===== src/rtl/tas_pkg.sv =====
// tas_pkg: shared UART receive state encoding and frame constants
package tas_pkg;
  typedef enum logic [2:0] {
    IDLE,
    START,
    DATA,
    STOP,
    WAIT_IDLE
  } rx_state_t;
  localparam int DATA_BITS = 8;
endpackage


===== src/rtl/sync_2ff.sv =====
// sync_2ff: two-flop synchroniser for an asynchronous single-bit input
module sync_2ff #(
  parameter logic RST_VAL = 1'b1
) (
  input  logic clk_50,
  input  logic reset_n,
  input  logic d,
  output logic q
);
  logic meta;
  always_ff @(posedge clk_50 or negedge reset_n)
    if (!reset_n) begin
      meta <= RST_VAL;
      q    <= RST_VAL;
    end else begin
      meta <= d;
      q    <= meta;
    end
endmodule


===== src/rtl/uart_rx_ctrl.sv =====
// uart_rx_ctrl: 8N1 UART receive front-end strobing data bits into a downstream shift register
module uart_rx_ctrl
  import tas_pkg::*;
#(
  parameter int CLK_FREQ = 50_000_000,
  parameter int BAUD     = 115_200
) (
  input  logic clk_50,
  input  logic reset_n,
  input  logic serial_in,
  output logic serial_data,
  output logic data_ena,
  output logic byte_valid,
  output logic framing_err,
  output logic busy
);
  localparam int CLKS_PER_BIT = CLK_FREQ / BAUD;
  localparam int HALF_BIT = CLKS_PER_BIT / 2;
  localparam int CW = $clog2(CLKS_PER_BIT);
  localparam logic [CW-1:0] BIT_END = CW'(CLKS_PER_BIT - 1);
  localparam logic [CW-1:0] MID_END = CW'(HALF_BIT - 1);
  localparam logic [2:0] LAST_IDX = 3'(DATA_BITS - 1);
  rx_state_t state, state_n;
  logic [CW-1:0] clk_cnt, cnt_n;
  logic [2:0] bit_idx, idx_n;
  logic rx_s, sd_n, ena_n, bv_n, fe_n;
  sync_2ff #(.RST_VAL(1'b1)) u_sync (
    .clk_50 (clk_50),
    .reset_n(reset_n),
    .d      (serial_in),
    .q      (rx_s)
  );
  always_comb begin
    state_n = state;
    cnt_n   = clk_cnt + CW'(1);
    idx_n   = bit_idx;
    sd_n    = serial_data;
    ena_n   = 1'b0;
    bv_n    = 1'b0;
    fe_n    = 1'b0;
    case (state)
      IDLE: begin
        cnt_n   = '0;
        state_n = rx_s ? IDLE : START;
      end
      START:
        if (clk_cnt == MID_END) begin
          cnt_n   = '0;
          idx_n   = '0;
          state_n = rx_s ? IDLE : DATA;
        end
      DATA:
        if (clk_cnt == BIT_END) begin
          cnt_n   = '0;
          sd_n    = rx_s;
          ena_n   = 1'b1;
          idx_n   = bit_idx + 3'd1;
          state_n = (bit_idx == LAST_IDX) ? STOP : DATA;
        end
      STOP:
        if (clk_cnt == BIT_END) begin
          cnt_n   = '0;
          bv_n    = rx_s;
          fe_n    = !rx_s;
          state_n = rx_s ? IDLE : WAIT_IDLE;
        end
      WAIT_IDLE: begin
        // a line stuck low must return high before a new start bit is accepted
        cnt_n   = '0;
        state_n = rx_s ? IDLE : WAIT_IDLE;
      end
      default: begin
        cnt_n   = '0;
        state_n = IDLE;
      end
    endcase
  end
  always_ff @(posedge clk_50 or negedge reset_n)
    if (!reset_n) begin
      state       <= IDLE;
      clk_cnt     <= '0;
      bit_idx     <= '0;
      serial_data <= 1'b0;
      data_ena    <= 1'b0;
      byte_valid  <= 1'b0;
      framing_err <= 1'b0;
    end else begin
      state       <= state_n;
      clk_cnt     <= cnt_n;
      bit_idx     <= idx_n;
      serial_data <= sd_n;
      data_ena    <= ena_n;
      byte_valid  <= bv_n;
      framing_err <= fe_n;
    end
  assign busy = state != IDLE;
endmodule


===== config.mk =====
export PLATFORM = sky130hd
export DESIGN_NAME = uart_rx_ctrl
export DESIGN_NICKNAME = d
export VERILOG_FILES = /design/src/rtl/tas_pkg.sv /design/src/rtl/sync_2ff.sv /design/src/rtl/uart_rx_ctrl.sv
export SDC_FILE = /design/constraint.sdc
export NUM_CORES = 1
export LEC_CHECK = 0
export CAP_MARGIN = 20
export CORE_UTILIZATION = 50
export DETAILED_ROUTE_END_ITERATION = 12
export PLACE_DENSITY = 0.76
export SLEW_MARGIN = 5
export SYNTH_ARGS = -nofsm -noshare
export SYNTH_HDL_FRONTEND = slang
export SYNTH_SLANG_ARGS = --single-unit

===== constraint.sdc =====
create_clock -name clk_50 -period 1.6 [get_ports clk_50]
set_input_delay 0.32 -clock clk_50 [delete_from_list [all_inputs] [get_ports clk_50]]
set_output_delay 0.32 -clock clk_50 [all_outputs]
set_load 0.02 [all_outputs]

==> impl_metrics.csv, run 1 <==
group,metric,value,unit
cts,cts_buffers,3,
cells_and_area,layoutNonFillerInstCount,147,
routing,vias,769,
placement,dp.cells,141,
critical_path,reg2reg_from,"clk_cnt[1]",
critical_path,startpoint_type,"flop",
timing,hold_viol,0,
critical_path,end_kind,"flop",
outcome,status,"completed",
critical_path,cp_max_fo,3,
critical_path,r2r_slack,5,ps
routing,drc,0,
synth,synth_area_leaders,"dfrtp_1 46%, ha_1 6.1%, dfstp_2 5.1%, nor2_1 5.1%, xnor2_1 3.4%",
routing,finalWirelength,1.87,mm
synth,syn-num-nets,102,
placement,port_buffers,7,
placement,place_ws,5.82,ps
cells_and_area,nets,129,
cts,ctsHoldBuffers,0,
floorplan,start_util,0.531,
synth,yosysWarnings,0,
placement,dp_hpwl,1.40,mm
timing,drv_slew,0,
floorplan,core_area,1940,um2
floorplan,dieArea,2250,um2
routing,drtAntennaViolNets,0,
critical_path,crit_required,1790,ps
critical_path,rr_worst_depth,6,
synth,synth-seq-area-share,0.512,
grt,grt_pass1_vias,756,
pwr,cellLeakagePower,0.631,nW
timing,setup_ws,4.85,ps
run,cap_violations,0,
routing,via_per_inst,5.23,
floorplan,die_y,47.4,um
cts,clk_latency,290,ps
cells_and_area,design_area,1310,um2
synth,yosys.area.top_type,"dfrtp_1",
floorplan,die_x,47.4,um
placement,dpl_cell_area,1230,um2
synth,ys_seq_elements,21,
pwr,powerDensity,609,nW/um2
grt,grt_max_degree,22,
critical_path,path_class,"reg2reg",
routing,wl_per_cell,12.7,um
timing,rsz0062_at_grt,"yes",
routing,first_iter_violations,7,
hold_path,hold_path.class,"in2async",
cts,path_clk_slew,110,ps
timing,fin_crit_sh,0.997,
grt,antenna_found_initial,0,
cts,ctsLongestPathBuffers,2,
synth,synth.distinct_cells,34,
floorplan,io_pins,8,
routing,first_pass_iters,4,
timing,clock.fmax,627,MHz
cts,cts-root-buf,"clkbuf_4",
placement,gp_congestion,0.802,
cts,htree_levels,1,
synth,synth_enable_flop_cells,0,
timing,tightest_slew,313,ps
synth,ys.flop_type,"dfrtp_1",
timing,setup_viol,0,
synth,netlist_area,1030,um2
timing,skew,4.59,ps
cells_and_area,antenna_cells,0,
grt,grt_pass1_wl,3.13,mm
floorplan,row_count,16,
synth,async_flop_share,1.00,
grt,track_usage,0.205,
timing,period_needed,1600,ps
cells_and_area,area_delta_synth_final,26.7,%
cts,clock_sinks,21,
timing,relSlewSlack,0.789,
critical_path,worstPathArrival,1780,ps
critical_path,crit-reg2reg-capture,"bit_idx[1]",
cts,cts_tree,"done",
pwr,finalPower,0.796,mW
pwr,max-vdd-ir-drop,0.000468,V
grt,overflow,0,
synth,synth_area_per_cell,11.0,um2
synth,syn_inst,94,
synth,yosysTopAreaCellShare,0.461,
cells_and_area,drive_gt1_frac,0.308,
## placed cells by master, fill, tap and decap left out, types with 4 or more instances in the layout
cell type        instances
xnor2_1                  4
buf_4                   16
nor2_1                  14
clkdlybuf4s50_1          6
nand2_1                  5
dfrtp_1                 19
## worst max-delay path, stage by stage (launching register included)
cell,delay [ps]
dfrtp_1,400
inv_2,80
ha_4,120
and2_4,140
nand4_1,70
a211o_1,380
mux2_4,320
## power by group
group          internal, mW  total (mW)  switching (mW)
combinational       0.00658      0.0177          0.0112
sequential            0.535       0.538         0.00241
clock                0.0969       0.240           0.144
total                 0.639       0.796           0.157
## timing repair
action	4_1_cts	5_1_grt
endpoints found under the setup margin	4	13
setup buffers	1	1
gates resized for setup	5	10
pin swaps	0	3
## cell families (layout without fill, tap and decap cells)
logic type      after synthesis  count (layout)  synth area share
simple gates                 42              42             0.233
flops                        21              21             0.512
compound gates               10              10            0.0655
xor+xnor                      7               7            0.0595
fa+ha+maj                     5               5            0.0607
buf+inv                       5              31            0.0255
mux                           4               4            0.0437
## layout make-up
class / instances / area, um2
multi-input combinational: 68 / 518
tap: 27 / 33.8
inverter: 4 / 15.0
clock buffer: 4 / 26.3
timing repair buffer: 23 / 185
fill: 159 / 636
sequential: 21 / 528
## per-stage QoR
stage	TNS, ps	hold slack [ps]	util
3_3_place_gp	0	346	0.633
3_5_place_dp	0	347	0.633
4_1_cts	0	350	0.650
5_1_grt	-203	369	0.673
6_report	0	355	0.673
2_1_floorplan	0	24.4	-
## layer usage
metal	track usage	share of wire
met1	0.228	0.43
met2	0.373	0.53
met3	0.0453	0.023
met4	0.0914	0.012
met5	0	0
## flip-flops by register name, summed over array words and instances, names as in the netlist
register and count:
clk_cnt 9, bit_idx 3, state 3, byte_valid 1, data_ena 1, framing_err 1, serial_data 1, u_sync.meta 1
u_sync.q 1
## worst max-delay path by stage
stage	startpoint	to	slack, ps	depth (start not counted)
2_1_floorplan	clk_cnt[5]	bit_idx[0]	40	4
3_3_place_gp	state[2]	busy	30	2
3_5_place_dp	state[2]	busy	6	2
4_1_cts	clk_cnt[1]	bit_idx[1]	2	6
5_1_grt	clk_cnt[3]	bit_idx[1]	-60	4
6_report	clk_cnt[1]	bit_idx[1]	5	6
## synth_stat cells, drive strengths merged, types with 3 or more instances
cell   count
nor2      14
and3       3
nand2      5
xnor2      4
inv        4
ha         5
nor2b      3
mux2       4
nand3      3
a21oi      4
xor2       3
dfrtp     19
Note: power is estimated with default switching activity, not from simulation.
==> inputs of run 2 (changes only) <==
--- a/config.mk
+++ b/config.mk
@@ -8,7 +8,8 @@
 export CAP_MARGIN = 20
 export CORE_UTILIZATION = 50
 export DETAILED_ROUTE_END_ITERATION = 12
-export PLACE_DENSITY = 0.76
+export DONT_BUFFER_PORTS = 1
+export PLACE_DENSITY = 0.71
 export SLEW_MARGIN = 5
 export SYNTH_ARGS = -nofsm -noshare
 export SYNTH_HDL_FRONTEND = slang
==> run 2 against run 1 <==
Effect of this change: the run now ends with negative setup slack left; first-iteration DRC count rose to 2.6 times the previous value; critical path depth decreased by 2; global-route usage decreased by 1.5 points; register-to-register slack worse by 40 ps; sequential power is essentially flat; cell count shrank 4.1%; combinational power is 16% lower; critical path type unchanged; critical endpoint is now bit_idx[2].
==> impl_metrics.csv, run 2 (synthesis gave the netlist of run 1 again) <==
group,metric,value,unit
cts,clock_sinks,21,
floorplan,dieArea,2250,um2
routing,finalWirelength,1.91,mm
timing,skew,6.02,ps
routing,drtAntennaViolNets,0,
placement,place_ws,10.2,ps
cts,cts_tree,"done",
pwr,powerDensity,639,nW/um2
routing,first_pass_iters,4,
critical_path,slowest_stage,"dfrtp_1",
cells_and_area,antenna_cells,0,
cells_and_area,drive_gt1_frac,0.325,
cts,cts-root-buf,"clkbuf_4",
pwr,max-vdd-ir-drop,0.000556,V
cells_and_area,final_cell_mix,"19 x dfrtp_1, 14 x nor2_1, 13 x buf_4",
critical_path,crit_chain,"and4bb_1, nand4b_1, a211o_1, mux2_4",
timing,clock.fmax,612,MHz
cts,path_clk_slew,120,ps
cts,cts_buffers,3,
cells_and_area,area_delta_synth_final,24.8,%
floorplan,start_util,0.531,
timing,hold_viol,0,
cts,ctsLongestPathBuffers,2,
critical_path,startpoint_type,"flop",
hold_path,hold_path.class,"reg2reg",
critical_path,worstPathArrival,1850,ps
grt,grt_pass1_vias,654,
critical_path,end_kind,"flop",
critical_path,r2r_slack,-30,ps
critical_path,critPathBufInv,0,
timing,setup_viol,3,
cells_and_area,reg_top3,"clk_cnt: 9 flops, bit_idx: 3 flops, state: 3 flops",
outcome,violations,"negative setup slack",
timing,period_needed,1630,ps
cells_and_area,largest_register_ffs,9,
outcome,status,"finished with violations",
critical_path,crit_required,1820,ps
critical_path,critPathMaxStageDelay,430,ps
cells_and_area,top_register,"clk_cnt",
timing,setup_ws,-33.3,ps
cells_and_area,design_area,1290,um2
floorplan,die_x,47.4,um
floorplan,row_count,16,
critical_path,cp_max_fo,3,
pwr,finalPower,0.822,mW
grt,grt_max_degree,22,
placement,dp_hpwl,1.29,mm
floorplan,core_area,1940,um2
critical_path,path_class,"reg2reg",
cts,clk_latency,310,ps
timing,fin_crit_sh,1.02,
timing,rsz0062_at_grt,"yes",
floorplan,die_y,47.4,um
grt,overflow,0,
placement,port_buffers,0,
run,cap_violations,0,
floorplan,io_pins,8,
routing,vias,765,
placement,gp_congestion,0.760,
cells_and_area,mostFrequentLayoutCell,"dfrtp_1",
timing,drv_slew,0,
critical_path,path_delay_family,"flip-flops",
routing,via_per_inst,5.43,
pwr,cellLeakagePower,0.618,nW
cells_and_area,nets,123,
routing,drc,0,
grt,track_usage,0.190,
placement,dpl_cell_area,1140,um2
timing,relSlewSlack,0.382,
grt,grt_pass1_wl,2.91,mm
routing,first_iter_violations,18,
grt,antenna_found_initial,0,
routing,wl_per_cell,13.5,um
cts,htree_levels,1,
timing,tightest_slew,924,ps
## run 2: changes by cell type in the layout (fill, tap and decap cells not counted), sizes merged
cell,change
clkdlybuf4s50,-6
buf,-2
dlygate4sd3,+2
clkbuf,-1
clkinvlp,+1
## run 2: layout make-up
class,instances,area [um2]
clock buffers,3,22.5
inverters,4,15.0
fillers,158,656
repair buffers,17,140
well taps,27,33.8
clock inverters,1,7.51
flip-flops and latches,21,528
multi-input cells,68,539
## run 2: through the flow
step	hold slack [ps]	std cells	setup TNS, ps	util
6_report	368	141	-97.2	0.662
5_1_grt	370	141	-446	0.662
4_1_cts	369	139	-4.29	0.638
3_5_place_dp	25.0	132	0	0.589
3_3_place_gp	24.9	132	0	0.589
2_1_floorplan	24.4	94	0	-
## run 2: per-layer routing
layer	up-vias	wire length, um	GRT usage
met5	-	0	0
met1	371	933	0.271
met3	2	94	0.0415
met2	22	864	0.277
li1	370	-	-
met4	0	14	0.0857
## run 2: worst register-to-register path: stages (launching register included)
cell and delay [ps]:
dfrtp_1 430, and4bb_1 290, nand4b_1 110, a211o_1 390
mux2_4 320
## run 2: worst paths after layout
path                              from    endpoint  cells after the start
min in group asynchronous      reset_n  bit_idx[1]                      1
setup reg to reg            clk_cnt[8]  bit_idx[2]                      4
setup / recovery            clk_cnt[8]  bit_idx[2]                      4
hold reg to reg            u_sync.meta    u_sync.q                      0
hold / removal             u_sync.meta    u_sync.q                      0
max in group asynchronous      reset_n  clk_cnt[1]                      1
## run 2: power by group
part / switching (mW) / total (mW) / leakage, nW / internal (mW)
Sequential: 0.00250 / 0.538 / 0.272 / 0.535
Combinational: 0.0109 / 0.0149 / 0.332 / 0.00395
Clock: 0.173 / 0.269 / 0.0139 / 0.0955
Total: 0.187 / 0.822 / 0.618 / 0.635
## run 2: repair_timing
action	4_1_cts	5_1_grt
endpoints found under the setup margin	4	18
resized for setup	10	6
buffers inserted	1	2
hold buffers	2	0
hold endpoints to repair	22	0
pin swaps	3	3
==> inputs of run 3 (changes only) <==
==> constraint.sdc (replaced) <==
create_clock -name clk_50 -period 1.5 [get_ports clk_50]
set_input_delay 0.3 -clock clk_50 [delete_from_list [all_inputs] [get_ports clk_50]]
set_output_delay 0.3 -clock clk_50 [all_outputs]
set_load 0.02 [all_outputs]
==> run 3 against run 2 <==
Effect of this change: cell count grew 4.3%; die area did not move; via count increased by 2.7%; the run still ends with negative setup slack left; sequential power increased by 6.7%; critical path type unchanged; final area increased by 4.5%.
==> impl_metrics.csv, run 3 (synthesis gave the netlist of run 1 again) <==
group,metric,value,unit
cells_and_area,nets,129,
placement,dp.cells,136,
routing,first_iter_violations,14,
hold_path,holdPathStages,0,
critical_path,crit-reg2reg-capture,"bit_idx[1]",
critical_path,rr_worst_depth,6,
hold_path,min_to,"u_sync.q",
routing,via_per_inst,5.35,
floorplan,io_pins,8,
floorplan,start_util,0.531,
timing,skew,6.03,ps
cells_and_area,fill_cells,150,
floorplan,die_x,47.4,um
grt,track_usage,0.211,
timing,setup_ws,-182,ps
run,cap_violations,0,
critical_path,path_class,"reg2reg",
placement,port_buffers,0,
timing,relSlewSlack,0.381,
cts,clock_sinks,21,
routing,first_pass_iters,4,
grt,antenna_found_initial,0,
grt,grt_pass1_vias,725,
floorplan,row_count,16,
timing,period_needed,1680,ps
pwr,power_frac_seq,0.661,
timing,fin_crit_sh,1.12,
critical_path,r2r_slack,-180,ps
cells_and_area,drive_gt1_frac,0.392,
cells_and_area,final_cell_mix,"19 x buf_4, 16 x dfrtp_1, 13 x nor2_1",
pwr,power.switching,0.189,mW
critical_path,startpoint_type,"flop",
routing,finalWirelength,2.13,mm
cells_and_area,layoutNonFillerInstCount,147,
timing,rsz0062_at_grt,"yes",
cts,cts_tree,"done",
floorplan,dieArea,2250,um2
cts,cts-root-buf,"clkbuf_4",
critical_path,end_kind,"flop",
critical_path,reg2reg_from,"clk_cnt[1]",
routing,vias,786,
cells_and_area,post-route-util,0.692,
critical_path,cp_max_fo,3,
pwr,powerDensity,646,nW/um2
cts,clk_latency,310,ps
cts,htree_levels,1,
outcome,violations,"negative setup slack",
critical_path,crit_required,1700,ps
critical_path,worstPathArrival,1890,ps
pwr,finalPower,0.868,mW
cells_and_area,largest_register_ffs,9,
placement,gp_congestion,0.810,
outcome,status,"finished with violations",
cts,path_clk_slew,120,ps
routing,drc,0,
cells_and_area,antenna_cells,0,
timing,hold_viol,0,
pwr,cellLeakagePower,0.650,nW
timing,setup_viol,9,
cells_and_area,area_delta_synth_final,30.3,%
cells_and_area,mostFrequentLayoutCell,"buf_4",
hold_path,hold_path.class,"reg2reg",
routing,drtAntennaViolNets,0,
pwr,sw_frac_of_total,0.218,
timing,drv_slew,0,
timing,clock.fmax,595,MHz
cts,cts_buffers,3,
floorplan,die_y,47.4,um
grt,grt_pass1_wl,3.18,mm
grt,overflow,0,
cts,ctsLongestPathBuffers,2,
pwr,p_int,0.679,mW
pwr,max-vdd-ir-drop,0.000467,V
cells_and_area,top_register,"clk_cnt",
placement,dp_hpwl,1.45,mm
timing,setup-tns-final,-656,ps
floorplan,core_area,1940,um2
routing,wl_per_cell,14.5,um
grt,grt_max_degree,22,
pwr,p_clk_frac,0.321,
pwr,comb_power_share,0.018,
hold_path,min_from,"u_sync.meta",
placement,place_ws,-108,ps
cells_and_area,reg_top3,"clk_cnt: 9 flops, bit_idx: 3 flops, state: 3 flops",
timing,tightest_slew,925,ps
-- run 3: per-layer routing --
| metal | vias to the layer above | global-route usage | part of all wire |
|---|---|---|---|
| met1 | 375 | 0.279 | 0.46 |
| met2 | 26 | 0.337 | 0.47 |
| met3 | 5 | 0.0491 | 0.048 |
| li1 | 380 | - | - |
| met4 | 0 | 0.0857 | 0.015 |
| met5 | - | 0 | 0 |
-- run 3: metrics by stage --
step | hold slack [ps] | instance area, um2
finish | 369 | 1340
global route | 378 | 1340
CTS | 368 | 1250
detailed placement | 4.97 | 1170
global placement | 4.86 | 1170
floorplan | 4.41 | 1030
-- run 3: timing repair --
action,in CTS,in global routing
gates resized for setup,6,15
hold buffers,2,0
setup buffers,1,4
endpoints found under the setup margin,18,19
endpoints found under the hold margin,22,0
pin swaps,2,5
-- run 3: worst max-delay path: stages (launching register included) --
cell and delay (ps):
dfrtp_1 410, inv_2 100, buf_12 100, ha_4 140, nand4b_1 110, a211o_1 390, mux2_4 320
-- run 3: worst max path at each step --
stage,startpoint,to,slack (ps),depth (start not counted)
4_1_cts,clk_cnt[1],bit_idx[0],-130,6
2_1_floorplan,clk_cnt[5],bit_idx[0],-50,4
3_5_place_dp,clk_cnt[8],bit_idx[1],-110,4
5_1_grt,clk_cnt[1],bit_idx[1],-220,6
6_report,clk_cnt[1],bit_idx[1],-180,6
3_3_place_gp,clk_cnt[8],bit_idx[1],-90,4
-- run 3: power groups by stage --
stage	clock network, mW	registers, mW	logic (mW)
after floorplan	0	0.584	0.00150
after global placement	0	0.585	0.00165
after detailed placement	0	0.585	0.00164
after CTS	0.280	0.574	0.0169
after global routing	0.307	0.575	0.0194
final	0.279	0.574	0.0158
-- run 3: final cells by class --
type / instances / area (um2) / share of cell area
Inverter: 4 / 15.0 / 0.0112
Tap cell: 27 / 33.8 / 0.0251
Sequential cell: 21 / 532 / 0.396
Timing Repair Buffer: 23 / 194 / 0.144
Clock buffer: 4 / 26.3 / 0.0196
Multi-Input combinational cell: 68 / 543 / 0.404
